File: config.mk
export PLATFORM = sky130hd
export DESIGN_NAME = program_mem_arbiter
export DESIGN_NICKNAME = d
export VERILOG_FILES = /design/src/rtl/program_mem_arbiter.sv
export SDC_FILE = /design/constraint.sdc
export NUM_CORES = 1
export LEC_CHECK = 0
export BUFFER_PORTS_ARGS = -buffer_cell sky130_fd_sc_hd__buf_2
export CAP_MARGIN = 20
export CORE_ASPECT_RATIO = 1.75
export CORE_MARGIN = 1
export CORE_UTILIZATION = 34
export CTS_CLUSTER_SIZE = 30
export DETAILED_ROUTE_END_ITERATION = 6
export SLEW_MARGIN = 20
export SYNTH_ARGS = -nofsm -noshare
export SYNTH_HDL_FRONTEND = slang
export SYNTH_SLANG_ARGS = --single-unit
export TNS_END_PERCENT = 50
File: constraint.sdc
create_clock -name clk -period 4 [get_ports clk]
set_clock_uncertainty 0.15 [all_clocks]
set_input_delay 0.6 -clock clk [delete_from_list [all_inputs] [get_ports clk]]
set_output_delay 0.6 -clock clk [all_outputs]
set_load 0.02 [all_outputs]
File: src/rtl/program_mem_arbiter.sv
// program_mem_arbiter: round-robin share of one program-memory read port
// among NUM_REQ instruction fetchers.
// Optional feature macro: PMA_LAST_FETCH_BYPASS_EN (last-fetch bypass buffer).
module program_mem_arbiter #(
  parameter int NUM_REQ               = 4,
  parameter int PROGRAM_MEM_ADDR_BITS = 8,
  parameter int PROGRAM_MEM_DATA_BITS = 16
) (
  input  logic                                     clk,
  input  logic                                     reset,
  input  logic [NUM_REQ-1:0]                       req_read_valid,
  input  logic [NUM_REQ*PROGRAM_MEM_ADDR_BITS-1:0] req_read_address,
  output logic [NUM_REQ-1:0]                       req_read_ready,
  output logic [PROGRAM_MEM_DATA_BITS-1:0]         req_read_data,
  output logic                                     program_mem_read_valid,
  output logic [PROGRAM_MEM_ADDR_BITS-1:0]         program_mem_read_address,
  input  logic                                     program_mem_read_ready,
  input  logic [PROGRAM_MEM_DATA_BITS-1:0]         program_mem_read_data,
  output logic                                     busy
);

  localparam int AW  = PROGRAM_MEM_ADDR_BITS;
  localparam int DW  = PROGRAM_MEM_DATA_BITS;
  localparam int IDW = (NUM_REQ > 1) ? $clog2(NUM_REQ) : 1;

  typedef enum logic [1:0] {S_IDLE, S_ISSUE, S_RESPOND} state_e;

  state_e               state_q, state_d;
  logic [IDW-1:0]       grant_id_q, grant_id_d;
  logic [IDW-1:0]       rr_last_q, rr_last_d;
  logic                 mask_vld_q, mask_vld_d;
  logic [IDW-1:0]       mask_id_q, mask_id_d;
  logic                 mem_vld_q, mem_vld_d;
  logic [AW-1:0]        mem_addr_q, mem_addr_d;
  logic [NUM_REQ-1:0]   rdy_q, rdy_d;
  logic [DW-1:0]        data_q, data_d;

  logic [NUM_REQ-1:0]   eligible;
  logic                 win_found;
  logic [IDW-1:0]       winner;
  logic [IDW-1:0]       cand;
  int unsigned          idx;
  logic [AW-1:0]        win_addr;
  logic                 bypass_hit;
  logic [DW-1:0]        bypass_data;

`ifdef PMA_LAST_FETCH_BYPASS_EN
  logic                 last_vld_q, last_vld_d;
  logic [AW-1:0]        last_addr_q, last_addr_d;
  logic [DW-1:0]        last_data_q, last_data_d;
`endif

  // Eligibility: drop the requester just served for one IDLE cycle (stale valid).
  always_comb begin
    eligible = '0;
    for (int unsigned i = 0; i < NUM_REQ; i++) begin
      eligible[i] = req_read_valid[i] & ~(mask_vld_q & (mask_id_q == IDW'(i)));
    end
  end

  // Round-robin search starting just after the last winner, wrapping around.
  always_comb begin
    win_found = 1'b0;
    winner    = '0;
    idx       = 0;
    cand      = '0;
    for (int unsigned k = 1; k <= NUM_REQ; k++) begin
      idx  = (32'(rr_last_q) + k) % NUM_REQ;
      cand = IDW'(idx);
      if (!win_found && eligible[cand]) begin
        win_found = 1'b1;
        winner    = cand;
      end
    end
  end

  // Address of the winning requester.
  always_comb begin
    win_addr = '0;
    for (int unsigned i = 0; i < NUM_REQ; i++) begin
      if (IDW'(i) == winner) win_addr = req_read_address[i*AW +: AW];
    end
  end

`ifdef PMA_LAST_FETCH_BYPASS_EN
  // Bypass hit when the winner asks for the most recently fetched address.
  always_comb begin
    bypass_hit  = last_vld_q && (win_addr == last_addr_q);
    bypass_data = last_data_q;
  end
`else
  // No bypass storage: every grant goes to memory.
  always_comb begin
    bypass_hit  = 1'b0;
    bypass_data = '0;
  end
`endif

  // Next-state and registered-output logic for the IDLE/ISSUE/RESPOND FSM.
  always_comb begin
    state_d    = state_q;
    grant_id_d = grant_id_q;
    rr_last_d  = rr_last_q;
    mask_vld_d = mask_vld_q;
    mask_id_d  = mask_id_q;
    mem_vld_d  = mem_vld_q;
    mem_addr_d = mem_addr_q;
    rdy_d      = rdy_q;
    data_d     = data_q;
`ifdef PMA_LAST_FETCH_BYPASS_EN
    last_vld_d  = last_vld_q;
    last_addr_d = last_addr_q;
    last_data_d = last_data_q;
`endif
    unique case (state_q)
      S_IDLE: begin
        mask_vld_d = 1'b0;
        if (win_found) begin
          grant_id_d = winner;
          rr_last_d  = winner;
          if (bypass_hit) begin
            data_d        = bypass_data;
            rdy_d         = '0;
            rdy_d[winner] = 1'b1;
            state_d       = S_RESPOND;
          end else begin
            mem_vld_d  = 1'b1;
            mem_addr_d = win_addr;
            state_d    = S_ISSUE;
          end
        end
      end
      S_ISSUE: begin
        if (program_mem_read_ready) begin
          data_d            = program_mem_read_data;
          rdy_d             = '0;
          rdy_d[grant_id_q] = 1'b1;
          mem_vld_d         = 1'b0;
          state_d           = S_RESPOND;
`ifdef PMA_LAST_FETCH_BYPASS_EN
          last_vld_d  = 1'b1;
          last_addr_d = mem_addr_q;
          last_data_d = program_mem_read_data;
`endif
        end
      end
      S_RESPOND: begin
        rdy_d      = '0;
        mask_vld_d = 1'b1;
        mask_id_d  = grant_id_q;
        state_d    = S_IDLE;
      end
      default: state_d = S_IDLE;
    endcase
  end

  // State and output registers with synchronous reset.
  always_ff @(posedge clk) begin
    if (reset) begin
      state_q    <= S_IDLE;
      grant_id_q <= '0;
      rr_last_q  <= IDW'(NUM_REQ - 1);
      mask_vld_q <= 1'b0;
      mask_id_q  <= '0;
      mem_vld_q  <= 1'b0;
      mem_addr_q <= '0;
      rdy_q      <= '0;
      data_q     <= '0;
`ifdef PMA_LAST_FETCH_BYPASS_EN
      last_vld_q  <= 1'b0;
      last_addr_q <= '0;
      last_data_q <= '0;
`endif
    end else begin
      state_q    <= state_d;
      grant_id_q <= grant_id_d;
      rr_last_q  <= rr_last_d;
      mask_vld_q <= mask_vld_d;
      mask_id_q  <= mask_id_d;
      mem_vld_q  <= mem_vld_d;
      mem_addr_q <= mem_addr_d;
      rdy_q      <= rdy_d;
      data_q     <= data_d;
`ifdef PMA_LAST_FETCH_BYPASS_EN
      last_vld_q  <= last_vld_d;
      last_addr_q <= last_addr_d;
      last_data_q <= last_data_d;
`endif
    end
  end

  assign req_read_ready           = rdy_q;
  assign req_read_data            = data_q;
  assign program_mem_read_valid   = mem_vld_q;
  assign program_mem_read_address = mem_addr_q;
  assign busy                     = (state_q != S_IDLE);

endmodule

==> summary.txt, run 1 <==
Worst setup path
  • Critical Path AT: 2.76 ns
  • Crit Reg-Reg Endpoint: program_mem_read_address[7]
  • Worst setup SP type: flop
  • Crit Path Class: flop to flop
  • Worst Setup End Kind: flop
  • Reg2Reg Setup Slack: 1.25 ns
  • R2r startpoint: mask_id_q[0]
  • CP required: 4.02 ns
  • Crit path max fanout: 16
  • Reg2reg path depth: 6

Route
  • Routed wire length: 4.57 mm
  • Remaining DRCs: 0
  • Iteration-0 DRC Markers: 37
  • Average wire per standard cell: 12.3 um
  • First drt pass iteration count: 6
  • Final ANT Viol Nets: 0
  • Vias per cell: 4.93
  • DR vias: 1839

Synth
  • Register area share after synthesis: 0.396
  • Asr flop ratio synth: 0
  • Number of synthesized flops with an enable pin: 0
  • Synth top area share: 0.396
  • Main synth FF type: dfxtp_1
  • Most frequent cell after synthesis: nand2_1
  • Post-Syn Area per Cell: 8.86 um2
  • Synthesized cell area: 1920 um2
  • Synth unique cells: 44
  • Synth Register Bits: 38
  • Area contributors post-synth: dfxtp_1 (40%), nand2_1 (8.4%), mux2i_1 (6.3%)
  • Multiplexer share of the synthesized area: 0.117
  • Compound-Gate Fraction of Synth Area: 0.203
  • Adder-Cell Fraction of Synth Area: 0
  • Mapped Cells: 217
  • Synthesized net count: 272
  • Synth Area in XOR/XNOR: 0.0189
  • Simple logic cell fraction of the synthesized area: 0.218
  • Dominant cell type by area after synthesis: dfxtp_1
  • Synth cell count leaders: nand2_1 (43), dfxtp_1 (38), a21oi_1 (23)
  • Largest family of logic cells by synthesized area: simple AND/OR/NAND/NOR gates
  • Yosys warns: 0

Clock tree
  • H-tree Lvls: 2
  • Quantity of gates resized following cts: 0
  • Num CTS Buffers: 5
  • # Post-CTS Setup Buffers: 0
  • Maximum clock path buffer count: 2
  • Post-CTS Hold Buffers: 0
  • CTS tree: yes
  • Reg clk slew, reported paths: 0.08 ns
  • Clock root cell: clkbuf_8
  • Sink Count: 38
  • Worst-Skew Late Latency: 0.29 ns

Power
  • Clock share of power: 0.358
  • Max VDD drop: 0.265 mV
  • Sw Share: 0.291
  • Power, Total: 1.10 mW
  • Combinational power share: 0.243
  • Leak: 1.12 nW
  • Part of the power in registers: 0.400
  • Cell-internal power: 0.777 mW
  • Switching Power: 0.319 mW
  • Pwr dens: 434 nW/um2

Finish
  • Filler cell count: 571
  • Area of the multi-input gates: 1070 um2
  • Final Util: 0.472
  • Post-layout net count: 353
  • ANT cells: 0
  • Area Overhead vs Synth: 31.3%
  • Storage cell area: 761 um2
  • Share of cells above drive strength 1: 0.398

Floorplan
  • Die Y: 101 um
  • Row cnt: 35
  • CORE AREA: 5340 um2
  • Die width: 58.8 um
  • Starting Density: 0.360
  • Top Ports: 85
  • Total die area: 5970 um2

GRT
  • Largest net degree at the start of global routing: 32
  • Grt total ovfl: 0
  • Initial antenna violation count: 0
  • First-pass GRT wire length: 7.29 mm
  • GRT Overall Usage: 0.157
  • Vias in the first global route: 1698

Placement
  • HPWL Detailed: 3.43 mm
  • Port-buffer cells: 84
  • RePlAce Congestion: 0.966

Timing
  • FMAX: 364 MHz
  • Final hold vios: 0
  • Worst-Margin Slew: 0.907 ns
  • RSZ-0062 raised after global routing: false
  • Worst rel slew slack: 0.395
  • Post-route minimum period: 2.75 ns
  • Final worst path period share: 0.687
  • Setup TNS Final: 0 ns
  • Final setup fails: 0
  • Slew Viols, Final: 0

Worst hold path
  • Hold Path Depth: 2
  • Hold Crit Start: req_read_data[4]
  • Worst hold endpoint: req_read_data[4]
  • Hold Path Class: flop to flop

Run
  • Max cap viols: 0

Run status
  • Run status: completed
-- through the flow --
stage | hold slack [ns] | setup slack (ns) | cells | cell area [um2]
after floorplan | 0.301 | 1.82 | 217 | 1920
after global placement | 0.289 | 1.26 | 365 | 2380
after detailed placement | 0.294 | 1.19 | 365 | 2380
after CTS | 0.305 | 1.22 | 373 | 2520
after global routing | 0.323 | 1.08 | 373 | 2520
final | 0.302 | 1.25 | 373 | 2520
-- state kept, by name, indices dropped and copies added (netlist names) --
register                  count
mask_id_q                     2
program_mem_read_valid        1
req_read_data                16
mask_vld_q                    1
req_read_ready                4
state_q                       2
grant_id_q                    2
rr_last_q                     2
program_mem_read_address      8
-- power groups by stage --
stage | sequential (mW) | combinational [mW] | clock, mW
after floorplan | 0.470 | 0.163 | 0
after global placement | 0.447 | 0.266 | 0
after detailed placement | 0.447 | 0.269 | 0
after CTS | 0.438 | 0.269 | 0.397
after global routing | 0.443 | 0.291 | 0.409
final | 0.438 | 0.266 | 0.392
-- worst max path at each step --
stage                            from                     endpoint  slack [ns]  cells after the start
global placement    req_read_valid[1]  program_mem_read_address[7]        1.26                      7
CTS                      mask_id_q[0]  program_mem_read_address[7]        1.22                      6
detailed placement  req_read_valid[1]  program_mem_read_address[7]        1.19                      7
floorplan           req_read_valid[0]  program_mem_read_address[7]        1.82                      6
finish                   mask_id_q[0]  program_mem_read_address[7]        1.25                      6
global route             mask_id_q[0]  program_mem_read_address[1]        1.08                      6
-- layout by cell type, fill, tap and decap left out, types with 2 or more instances in the layout --
cell type / netlist / routed
o22a_1: 2 / 2
clkbuf_8: 0 / 5
o21ai_0: 2 / 2
nor3_1: 2 / 2
buf_2: 0 / 84
bufinv_16: 0 / 2
nand3_1: 16 / 16
or2_2: 2 / 2
mux2_2: 8 / 8
o22ai_1: 2 / 2
nor2_1: 8 / 7
buf_4: 1 / 3
mux2i_1: 12 / 12
nand2_1: 43 / 43
nand2b_1: 2 / 2
dfxtp_1: 38 / 38
o311ai_2: 2 / 2
nand4_1: 8 / 8
a21oi_1: 23 / 23
o311ai_1: 6 / 6
nand3b_1: 2 / 2
inv_1: 3 / 3
-- routing by layer --
metal	up-vias	GRT usage	wire, um
met5	-	0	0
met4	0	0.0696	91
met3	8	0.0332	219
met2	60	0.296	2460
met1	828	0.159	1800
li1	943	-	-
-- cells by family (layout without fill, tap and decap cells) --
group / count (synthesis) / after routing
and+or+nand+nor: 88 / 88
xor gates and xnor gates: 2 / 2
DFF: 38 / 38
muxes: 21 / 21
buffers and inverters: 17 / 99
AOI/OAI and AO/OA: 51 / 51
-- critical path, stage by stage (launching register included) --
cell	delay, ns
dfxtp_1	0.63
mux2i_1	0.28
a21oi_2	0.13
a311oi_4	0.80
mux2_2	0.42
nand4_1	0.10
o311ai_2	0.10
-- layout make-up --
class,count,share of cell area
Inverter,4,0.00595
Multi-Input combinational cell,162,0.426
Sequential cell,38,0.302
Clock buffer,5,0.0273
Timing Repair Buffer,87,0.176
Tap cell,74,0.0367
Clock inverter,3,0.0273
(Power assumes the default switching activity.)
==> run 2, diff against run 1 <==
- clock period: 4 -> 2.9 ns (I/O delays scaled with it)
==> run 2 against run 1 <==
Register-to-register slack worse by 1.0 ns. Sequential cell count unchanged. Die area unchanged. Highest routed layer unchanged. Setup slack worse by 1.0 ns. Clock-buffer cell count unchanged. Maximum frequency up 3.3%.
==> summary.txt, run 2 (same netlist as run 1, synthesis figures left out) <==
Run status
  • Run status: completed

Timing
  • Worst rel slew slack: 0.574 (+0.179)
  • Setup ws final: 0.242 ns (-1.01 ns)
  • Final setup fails: 0 (unchanged)
  • Setup TNS Final: 0 ns (unchanged)
  • Worst-Margin Slew: 0.638 ns (-0.269 ns)
  • RSZ-0062 raised after global routing: false
  • Final worst path period share: 0.917 (+0.230)
  • Final hold vios: 0 (unchanged)
  • Post-route minimum period: 2.66 ns (-0.0881 ns)
  • Slew Viols, Final: 0 (unchanged)
  • FMAX: 376 MHz (+3.3%)

Route
  • Final ANT Viol Nets: 0 (unchanged)
  • Routed wire length: 4.76 mm (+4.0%)
  • First drt pass iteration count: 4 (-2)
  • DR vias: 1862 (+1.3%)
  • Iteration-0 DRC Markers: 30 (-19%)
  • Remaining DRCs: 0 (unchanged)
  • Vias per cell: 4.98 (+0.98%)
  • Average wire per standard cell: 12.7 um (+3.7%)

Placement
  • RePlAce Congestion: 0.909 (-5.9%)
  • Inst Count DP: 366 (+0.27%)
  • HPWL Detailed: 3.59 mm (+4.8%)
  • Placement Setup Slack: 0.245 ns (-0.945 ns)
  • Port-buffer cells: 84 (unchanged)

Finish
  • ANT cells: 0 (unchanged)
  • Area Overhead vs Synth: 31.5%
  • Max FFs per register: 16 (unchanged)
  • Fin cells: 374 (+0.27%)
  • Commonest cells after routing, fill and taps aside: buf_2 (84), nand2_1 (43), dfxtp_1 (38)
  • Share of cells above drive strength 1: 0.397 (-0.00133)
  • Commonest non-fill, non-tap cell in the layout: buf_2
  • Final Util: 0.473 (+0.000937)
  • Post-layout net count: 354 (+0.28%)

Power
  • Pwr dens: 596 nW/um2 (+37%)
  • Max VDD drop: 0.324 mV (+22%)
  • Leak: 1.13 nW (+0.49%)
  • Power, Total: 1.51 mW (+37%)

Clock tree
  • # Post-CTS Setup Buffers: 0 (unchanged)
  • Worst-Skew Late Latency: 0.29 ns (about the same)
  • Quantity of gates resized following cts: 0 (unchanged)
  • CTS tree: yes
  • Num CTS Buffers: 5 (unchanged)
  • Clock root cell: clkbuf_8
  • Post-CTS Hold Buffers: 0 (unchanged)
  • Maximum clock path buffer count: 2 (unchanged)
  • H-tree Lvls: 2 (unchanged)
  • Sink Count: 38 (unchanged)
  • Reg clk slew, reported paths: 0.08 ns (about the same)

GRT
  • Vias in the first global route: 1742 (+2.6%)
  • Largest net degree at the start of global routing: 32 (unchanged)
  • Grt total ovfl: 0 (unchanged)
  • GRT Overall Usage: 0.166 (+0.00851)
  • Initial antenna violation count: 0 (unchanged)
  • First-pass GRT wire length: 7.63 mm (+4.6%)

Worst setup path
  • Reg2reg path depth: 6 (unchanged)
  • Worst Setup End Kind: flop
  • CP required: 2.91 ns (-1.11 ns)
  • Crit path max fanout: 10 (-6)
  • Crit Path Class: flop to flop
  • Critical Path AT: 2.66 ns (-0.10 ns)
  • Worst setup SP type: flop

Floorplan
  • Die Y: 101 um (unchanged)
  • Row cnt: 35 (unchanged)
  • Total die area: 5970 um2 (unchanged)
  • Die width: 58.8 um (unchanged)
  • Starting Density: 0.360 (unchanged)
  • CORE AREA: 5340 um2 (unchanged)
  • Top Ports: 85 (unchanged)

Worst hold path
  • Hold Path Class: input port to flop
  • Hold Path Depth: 3 (+1)

Run
  • Max cap viols: 0 (unchanged)
-- run 2: cell count changes in the layout (fill, tap and decap cells not counted) --
cell | before | now
nor2_1 | 7 | 8
buf_4 | 3 | 4
nor2_2 | 1 | 0
-- run 2: power breakdown --
group / total (mW) / switching, mW / internal [mW]
clock network: 0.536 / 0.191 / 0.345
logic: 0.365 / 0.208 / 0.157
registers: 0.604 / 0.0365 / 0.567
total: 1.51 / 0.436 / 1.07
-- run 2: layout make-up --
type                       count  area [um2]
clock buffer                   5        68.8
clock inverter                 3        68.8
fill                         572        2820
multi-input combinational    162        1070
sequential                    38         761
inverter                       4        15.0
timing repair buffer          88         450
tap                           74        92.6
-- run 2: final timing paths --
| kind | start | to | slack [ns] |
|---|---|---|---|
| worst max-delay path | mask_id_q[0] | program_mem_read_address[6] | 0.24 |
| worst min-delay path | program_mem_read_data[4] | req_read_data[4] | 0.23 |
| worst max register to register | mask_id_q[0] | program_mem_read_address[6] | 0.24 |
| worst min register to register | program_mem_read_valid | program_mem_read_valid | 0.30 |
-- run 2: layer usage --
| layer | share of wire | routed length [um] | global-route usage |
|---|---|---|---|
| met5 | 0 | 0 | 0 |
| met4 | 0.018 | 87 | 0.0751 |
| met3 | 0.046 | 221 | 0.0345 |
| met2 | 0.55 | 2600 | 0.304 |
| met1 | 0.39 | 1850 | 0.175 |
-- run 2: worst max-delay path, stage by stage (launching register included) --
cell and delay, ns:
dfxtp_1 0.62, mux2i_1 0.17, a21oi_2 0.29, o22ai_1 0.14
a211oi_2 0.57, and2_1 0.42, o311ai_1 0.16
-- run 2: stage by stage --
step,hold slack (ns),instance area [um2]
2_1_floorplan,0.301,1920
3_5_place_dp,0.293,2390
3_3_place_gp,0.289,2390
4_1_cts,0.221,2530
5_1_grt,0.235,2530
6_report,0.227,2530
